`config.mk`:
```
export PLATFORM = sky130hd
export DESIGN_NAME = player_link
export DESIGN_NICKNAME = d
export VERILOG_FILES = /design/src/rtl/player_link.sv
export SDC_FILE = /design/constraint.sdc
export NUM_CORES = 1
export LEC_CHECK = 0
export ABC_AREA = 1
export CAP_MARGIN = 5
export CORE_MARGIN = 5
export CORE_UTILIZATION = 55
export CTS_CLUSTER_SIZE = 12
export DETAILED_ROUTE_END_ITERATION = 16
export GPL_ROUTABILITY_DRIVEN = 0
export GPL_TIMING_DRIVEN = 0
export PLACE_DENSITY = 0.73
export SETUP_SLACK_MARGIN = 0.05
export SYNTH_ARGS = -nofsm -noshare
export SYNTH_HDL_FRONTEND = slang
export SYNTH_SLANG_ARGS = --single-unit
```
`constraint.sdc`:
```
create_clock -name clk -period 2.5 [get_ports clk]
set_input_delay 0.75 -clock clk [delete_from_list [all_inputs] [get_ports clk]]
set_output_delay 0.75 -clock clk [all_outputs]
set_load 0.02 [all_outputs]
```
`src/rtl/player_link.sv`:
```
// player_link: serial link carrying the {ready, hit, cords} handshake word between the two boards.
// Define LINK_LOOPBACK_EN to feed tx back into the receiver for single-board bring-up.
module player_link #(
  parameter int unsigned CLKS_PER_BIT   = 868,
  parameter int unsigned REFRESH_CYCLES = 65536,
  parameter int unsigned TIMEOUT_CYCLES = 262144
) (
  input  logic       clk,
  input  logic       rst,
  input  logic       ready1,
  input  logic       hit1,
  input  logic [7:0] ship_cords_out,
  output logic       ready2,
  output logic       hit2,
  output logic [7:0] ship_cords_in,
  output logic       tx,
  input  logic       rx,
  output logic       link_up,
  output logic       frame_err
);
  localparam int unsigned WORD_W = 10;
  localparam int unsigned CNT_W  = $clog2(CLKS_PER_BIT);
  localparam int unsigned BIT_W  = 4;
  localparam int unsigned REF_W  = $clog2(REFRESH_CYCLES);
  localparam int unsigned TO_W   = $clog2(TIMEOUT_CYCLES);
  localparam logic [CNT_W-1:0] BIT_LAST  = CNT_W'(CLKS_PER_BIT - 1);
  localparam logic [CNT_W-1:0] HALF_LAST = CNT_W'(CLKS_PER_BIT / 2 - 1);
  localparam logic [BIT_W-1:0] DATA_LAST = BIT_W'(WORD_W - 1);
  localparam logic [REF_W-1:0] REF_LAST  = REF_W'(REFRESH_CYCLES - 1);
  localparam logic [TO_W-1:0]  TO_LAST   = TO_W'(TIMEOUT_CYCLES - 1);

  typedef enum logic [2:0] {S_IDLE, S_START, S_DATA, S_PARITY, S_STOP} state_t;

  logic [WORD_W-1:0] live_word;
  assign live_word = {ready1, hit1, ship_cords_out};

  state_t            tx_state, tx_state_nx;
  logic [CNT_W-1:0]  tx_cnt, tx_cnt_nx;
  logic [BIT_W-1:0]  tx_bit, tx_bit_nx;
  logic [WORD_W-1:0] tx_shift, tx_shift_nx, last_sent, last_sent_nx;
  logic [REF_W-1:0]  ref_cnt, ref_cnt_nx;
  logic              tx_nx, tx_cell_end;

  // Transmitter: frame on word change or refresh expiry; tx is computed one cycle ahead
  always_comb begin
    tx_state_nx  = tx_state;
    tx_cnt_nx    = tx_cnt;
    tx_bit_nx    = tx_bit;
    tx_shift_nx  = tx_shift;
    last_sent_nx = last_sent;
    ref_cnt_nx   = ref_cnt;
    tx_nx        = tx;
    tx_cell_end  = (tx_cnt == BIT_LAST);
    case (tx_state)
      S_IDLE: begin
        tx_nx = 1'b1;
        if ((live_word != last_sent) || (ref_cnt == REF_LAST)) begin
          tx_state_nx  = S_START;
          tx_shift_nx  = live_word;
          last_sent_nx = live_word;
          ref_cnt_nx   = '0;
          tx_cnt_nx    = '0;
          tx_nx        = 1'b0;
        end else begin
          ref_cnt_nx = ref_cnt + REF_W'(1);
        end
      end
      S_START: begin
        if (tx_cell_end) begin
          tx_state_nx = S_DATA;
          tx_cnt_nx   = '0;
          tx_bit_nx   = '0;
          tx_nx       = tx_shift[0];
        end else tx_cnt_nx = tx_cnt + CNT_W'(1);
      end
      S_DATA: begin
        if (tx_cell_end) begin
          tx_cnt_nx = '0;
          if (tx_bit == DATA_LAST) begin
            tx_state_nx = S_PARITY;
            tx_nx       = ^last_sent;
          end else begin
            tx_bit_nx   = tx_bit + BIT_W'(1);
            tx_shift_nx = tx_shift >> 1;
            tx_nx       = tx_shift[1];
          end
        end else tx_cnt_nx = tx_cnt + CNT_W'(1);
      end
      S_PARITY: begin
        if (tx_cell_end) begin
          tx_state_nx = S_STOP;
          tx_cnt_nx   = '0;
          tx_nx       = 1'b1;
        end else tx_cnt_nx = tx_cnt + CNT_W'(1);
      end
      S_STOP: begin
        if (tx_cell_end) begin
          tx_state_nx = S_IDLE;
          tx_cnt_nx   = '0;
          tx_nx       = 1'b1;
        end else tx_cnt_nx = tx_cnt + CNT_W'(1);
      end
      default: begin
        tx_state_nx = S_IDLE;
        tx_nx       = 1'b1;
      end
    endcase
  end

  always_ff @(posedge clk or negedge rst) begin
    if (!rst) begin
      tx_state  <= S_IDLE;
      tx_cnt    <= '0;
      tx_bit    <= '0;
      tx_shift  <= '0;
      last_sent <= '0;
      ref_cnt   <= '0;
      tx        <= 1'b1;
    end else begin
      tx_state  <= tx_state_nx;
      tx_cnt    <= tx_cnt_nx;
      tx_bit    <= tx_bit_nx;
      tx_shift  <= tx_shift_nx;
      last_sent <= last_sent_nx;
      ref_cnt   <= ref_cnt_nx;
      tx        <= tx_nx;
    end
  end

  logic rx_src;
`ifdef LINK_LOOPBACK_EN
  logic unused_rx;
  assign unused_rx = rx;
  assign rx_src    = tx;
`else
  assign rx_src = rx;
`endif

  state_t            rx_state, rx_state_nx;
  logic              rx_s1, rx_s2, rx_prev;
  logic [CNT_W-1:0]  rx_cnt, rx_cnt_nx;
  logic [BIT_W-1:0]  rx_bit, rx_bit_nx;
  logic [WORD_W-1:0] rx_shift, rx_shift_nx;
  logic              rx_par, rx_par_nx, rx_cell_end, frame_ok, frame_bad;
  logic [TO_W-1:0]   to_cnt, to_cnt_nx;
  logic              link_up_nx, ready2_nx, hit2_nx, frame_err_nx;
  logic [7:0]        cords_nx;

  // Receiver plus link supervision; outputs only move as a whole word on an accepted frame
  always_comb begin
    rx_state_nx = rx_state;
    rx_cnt_nx   = rx_cnt;
    rx_bit_nx   = rx_bit;
    rx_shift_nx = rx_shift;
    rx_par_nx   = rx_par;
    frame_ok    = 1'b0;
    frame_bad   = 1'b0;
    rx_cell_end = (rx_cnt == BIT_LAST);
    case (rx_state)
      S_IDLE: begin
        if (rx_prev && !rx_s2) begin
          rx_state_nx = S_START;
          rx_cnt_nx   = '0;
        end
      end
      S_START: begin
        if (rx_cnt == HALF_LAST) begin
          rx_cnt_nx = '0;
          rx_bit_nx = '0;
          rx_state_nx = rx_s2 ? S_IDLE : S_DATA;
        end else rx_cnt_nx = rx_cnt + CNT_W'(1);
      end
      S_DATA: begin
        if (rx_cell_end) begin
          rx_cnt_nx   = '0;
          rx_shift_nx = {rx_s2, rx_shift[WORD_W-1:1]};
          if (rx_bit == DATA_LAST) rx_state_nx = S_PARITY;
          else rx_bit_nx = rx_bit + BIT_W'(1);
        end else rx_cnt_nx = rx_cnt + CNT_W'(1);
      end
      S_PARITY: begin
        if (rx_cell_end) begin
          rx_cnt_nx   = '0;
          rx_par_nx   = rx_s2;
          rx_state_nx = S_STOP;
        end else rx_cnt_nx = rx_cnt + CNT_W'(1);
      end
      S_STOP: begin
        if (rx_cell_end) begin
          rx_cnt_nx   = '0;
          rx_state_nx = S_IDLE;
          if (rx_s2 && (rx_par == ^rx_shift)) frame_ok = 1'b1;
          else frame_bad = 1'b1;
        end else rx_cnt_nx = rx_cnt + CNT_W'(1);
      end
      default: rx_state_nx = S_IDLE;
    endcase

    to_cnt_nx    = to_cnt;
    link_up_nx   = link_up;
    ready2_nx    = ready2;
    hit2_nx      = hit2;
    cords_nx     = ship_cords_in;
    frame_err_nx = frame_bad;
    if (frame_ok) begin
      to_cnt_nx  = '0;
      link_up_nx = 1'b1;
      {ready2_nx, hit2_nx, cords_nx} = rx_shift;
    end else if (to_cnt != TO_LAST) begin
      to_cnt_nx = to_cnt + TO_W'(1);
    end else begin
      link_up_nx = 1'b0;
      ready2_nx  = 1'b0;
      hit2_nx    = 1'b0;
    end
  end

  always_ff @(posedge clk or negedge rst) begin
    if (!rst) begin
      rx_s1         <= 1'b1;
      rx_s2         <= 1'b1;
      rx_prev       <= 1'b1;
      rx_state      <= S_IDLE;
      rx_cnt        <= '0;
      rx_bit        <= '0;
      rx_shift      <= '0;
      rx_par        <= 1'b0;
      to_cnt        <= '0;
      link_up       <= 1'b0;
      ready2        <= 1'b0;
      hit2          <= 1'b0;
      ship_cords_in <= 8'h00;
      frame_err     <= 1'b0;
    end else begin
      rx_s1         <= rx_src;
      rx_s2         <= rx_s1;
      rx_prev       <= rx_s2;
      rx_state      <= rx_state_nx;
      rx_cnt        <= rx_cnt_nx;
      rx_bit        <= rx_bit_nx;
      rx_shift      <= rx_shift_nx;
      rx_par        <= rx_par_nx;
      to_cnt        <= to_cnt_nx;
      link_up       <= link_up_nx;
      ready2        <= ready2_nx;
      hit2          <= hit2_nx;
      ship_cords_in <= cords_nx;
      frame_err     <= frame_err_nx;
    end
  end

endmodule

```
Word level (Yosys, flattened, before mapping) --
Cells that the tools add are included.
Storage, ports and cells: register bits after elaboration 115, latch bits 0, RAM bits 0, memory bits (read-only) 0, bits of input ports 13, output and inout bits 13, word-level logic and storage cells 141, memories 0
Cells by class: add/subtract/negate cells 6, multipliers 0, div/mod/pow operators 0, magnitude comparators 0, equality and inequality tests 33, shift operators 0, mux-type cells 53, bitwise logic cells 0, reduce and logical (&&, ||, !) cells 28
Operators by type and width (count):
- 10-bit two-way mux | 8
- 10-bit one-hot mux with 2 select lines | 2
- 18-bit two-way mux | 2
- 3-bit two-way mux | 12
- 2-bit inequality test, second input constant | 15
- 10-bit one-hot mux with 3 select lines | 1
- 3-bit one-hot mux with 5 select lines | 2
- 4-bit two-way mux | 6
- 10-bit by 1-bit adder with 10-bit output, second input constant | 2
- 10-bit == test, second input constant | 2
- 10-bit XOR reduction | 2
- 18-bit by 1-bit adder with 18-bit output, second input constant | 1
- 18-bit inequality test, second input constant | 1
- 16-bit by 1-bit adder with 16-bit output, second input constant | 1
- 16-bit == test, second input constant | 1
- 16-bit two-way mux | 1
- 4-bit one-hot mux with 2 select lines | 2
- 1-bit two-way mux | 15
- 3-bit by 2-bit == test with 1-bit output, second input constant | 4
- 4-bit AND reduction | 3
- 6-bit AND reduction | 2
- 10-bit by 9-bit == test with 1-bit output, second input constant | 1
- 10-bit inequality test | 1
- 2-bit AND reduction | 5
- other kinds (18) | 28

Longest topological paths before layout --
depth in word-level cells 7, gate-level depth with buffers 12, mapped depth without buffers 12

Worst setup path after synthesis --
No wires, ideal clock.
path kind input to register, start in hit1, end reg tx_shift[9], library setup time 117 ps, arrival 1682 ps, required time 2383 ps, path slack 701 ps, cell stages on the path 10, path buffers 1, cells stage by stage inv_1 or2_2 nand3_1 nor2_1 nand3_2 nand2_2 inv_2 buf_4 nand2_1 nand2_1
Between the ends: longest elaborated chain between the ends 4
Ends and longest elaborated chain:
- start, declared | RTL line 11 | input logic hit1,
- 10-bit inequality test | RTL line 57 | if ((live_word != last_sent) || (ref_cnt == REF_LAST)) begin
- 1-bit logical OR | RTL line 57
- 2-bit inequality test (no source line)
- 4-bit AND reduction (no source line)
- end signal, assigned | RTL line 123 | tx_shift <= tx_shift_nx;
- end, declared | RTL line 40 | logic [WORD_W-1:0] tx_shift, tx_shift_nx, last_sent, last_sent_nx;
No other way between the ends. A chain may end at the register's enable or synchronous reset.

Worst setup path after layout --
start reg tx, end out tx
RTL lines:
- start, declared | RTL line 16 | output logic tx,
- start signal, assigned | RTL line 126 | tx <= tx_nx;
No word-level cell between the ends.

==> impl_metrics.tcl <==
set metrics [dict create \
    syn_to_final_growth_pct 17.0 \
    dpl-instance-area_um2 6620 \
    postRouteAntennaNets 0 \
    cts_tree "built" \
    viasPerCell 5.30 \
    ys_types 47 \
    grt_max_degree 69 \
    avgSynthCellArea_um2 7.98 \
    cellLeakagePower_nw 3.40 \
    cts_resized 0 \
    r2r_cells 8 \
    antenna_cells 0 \
    rsz0062_at_grt "no" \
    hpwl_um 8920 \
    hold_path.class "in2async" \
    ir_worst_vdd_mv 0.511 \
    finalPower_mw 5.02 \
    clk_path_buf_depth 2 \
    drc 0 \
    timing.fmax_mhz 436 \
    hold_viol 0 \
    stdcell_count 971 \
    synth_flop_cell "dfrtp_1" \
    synth_edf_count 0 \
    crit_family "buffers and inverters" \
    cp.required_ps 1750 \
    critPathMaxFanout 2 \
    hold_slack_ps 260 \
    clkTransAtPathRegs_ps 50 \
    path_buf_inv 1 \
    grt_pass1_vias 5081 \
    initial_core_util_pct 56.4 \
    r2r-end "tx_shift[8]$_DFFE_PN0P_" \
    critical_path_class "reg2out" \
    end_kind "primary output" \
    status "completed" \
    layout.nets 840 \
    die_area_um2 13400 \
    postSynth.asyncResetShare_pct 100 \
    crit_path_cell_trace "clkdlybuf4s50_1" \
    placementRows 38 \
    fin_skew_ps 5.82 \
    ys_warn_count 0 \
    utilization_pct 66.0 \
    mostFrequentLayoutCells "nand2_1 (185), dfrtp_1 (111), inv_1 (101), o21ai_0 (68), nor2_1 (67)" \
    synth_area_um2 6170 \
    timing.final.ws_setup_ps 206 \
    setup_viol 0 \
    grt-ovfl-total 0 \
    drive_gt1_share_pct 11.0 \
    portBuffers 25 \
    nFillCells 905 \
    period_share_pct 91.8 \
    antenna_found_initial 0 \
    drt_pass1_iterations 5 \
    cpMaxStageDelayCell "clkdlybuf4s50_1" \
    cts_htree_levels 4 \
    layout.cells.most_common "nand2_1" \
    numCtsBuffers 17 \
    drv_slew 0 \
    cts_root_buffer "clkbuf_16" \
    vias 5151 \
    crit_path_start_kind "flop" \
    die_x_um 116 \
    holdBufCountCts 0 \
    fin_tns_setup_ps 0 \
    fin_area_um2 7220 \
    drt_wl_total_um 12600 \
    syn_inst 773 \
    placed_cells_incl_taps 939 \
    relSlewSlack_pct 69.9 \
    ff2ff_setup_slack_ps 600 \
    clock_latency_ps 420 \
    post_cts_buffers 0 \
    powerDensity_nw_per_um2 696 \
    wl_per_cell_um 13.0 \
    synth.net_count 795 \
    finalCriticalPeriod_ps 2290 \
    dieHeight_um 116 \
    coreArea_um2 10900 \
    drtIter0Drc 405 \
    yosys_register_bits 115 \
    crit-reg2reg-launch "tx_cnt[0]$_DFFE_PN0P_" \
    gr-usage-all-layers_pct 20.8 \
    crit_path_max_incr_delay_ps 600 \
    clock_sinks 115 \
    maxCapViolCount 0 \
    cp.arrival_ps 1540 \
    grt_pass1_wl_um 22400 \
    worstMarginPinSlew_ps 450 \
    yosysSeqAreaShare_pct 46.7 \
    io_pins 26 \
    pre_cts_ws_ps -89.2 \
]
==> synth_stat cells, drive strengths merged (3+ instances only) <==
cell type	n	area share [%]
nand2	193	12
dfrtp	111	45
inv	105	6.4
o21ai	87	7.1
nor2	80	5.9
nand3	66	5.9
nor3	25	2.6
xor2	15	2.1
a21oi	14	1.3
nand4	13	1.7
xnor2	10	1.4
buf	9	1.2
ha	9	1.8
or2	7	0.75
dfstp	4	1.7
nor3b	4	0.57
nor4	3	0.30
o31ai	3	0.37
==> logic make-up after synthesis <==
group	after synthesis	synth area share (%)
buffers and inverters	116	7.69
AOI/OAI and AO/OA	114	10.0
muxes	1	0.162
and+or+nand+nor	393	30.0
DFF	115	46.7
xor gates and xnor gates	25	3.55
adders and majority gates	9	1.83
==> worst max-delay path by stage <==
stage,slack [ps],depth (start not counted),to,from
floorplan,700,10,tx_shift[9]$_DFFE_PN0P_,hit1
global route,160,1,tx,tx$_DFFE_PN1P_
global placement,-3800,1,rx_bit[0]$_DFFE_PN0P_,rst
detailed placement,-90,8,last_sent[7]$_DFFE_PN0P_,ready1
finish,210,1,tx,tx$_DFFE_PN1P_
CTS,180,1,tx,tx$_DFFE_PN1P_
==> flip-flops by register name (all words and copies together), names as in the netlist, 3 cells and up <==
| name | flops |
|---|---|
| last_sent | 10 |
| ref_cnt | 16 |
| rx_bit | 4 |
| rx_cnt | 10 |
| rx_shift | 10 |
| rx_state | 3 |
| ship_cords_in | 8 |
| to_cnt | 18 |
| tx_bit | 4 |
| tx_cnt | 10 |
| tx_shift | 10 |
| tx_state | 3 |
==> per-layer routing <==
layer	part of all wire [%]	track usage, %	wire, um	vias up
met5	0	0	0	-
met4	1.8	8.51	221	0
met1	47	25.8	5880	2439
met2	49	34.5	6130	87
li1	-	-	-	2604
met3	3.1	5.80	386	21
==> power breakdown <==
group	switching (mW)	internal [mW]
clock network	0.821	1.60
registers	0.0662	1.93
logic	0.406	0.193
total	1.29	3.73
==> final cells by class <==
type / count / area [um^2] / area share, %
clock buffer: 21 / 460 / 6.38
tap: 140 / 175 / 2.43
inverter: 105 / 394 / 5.46
sequential: 115 / 2880 / 39.9
buffer: 11 / 80.1 / 1.11
multi-input combinational: 542 / 2810 / 39.0
timing repair buffer: 26 / 279 / 3.87
clock inverter: 11 / 134 / 1.86
Power figures use the tool's default switching activity.
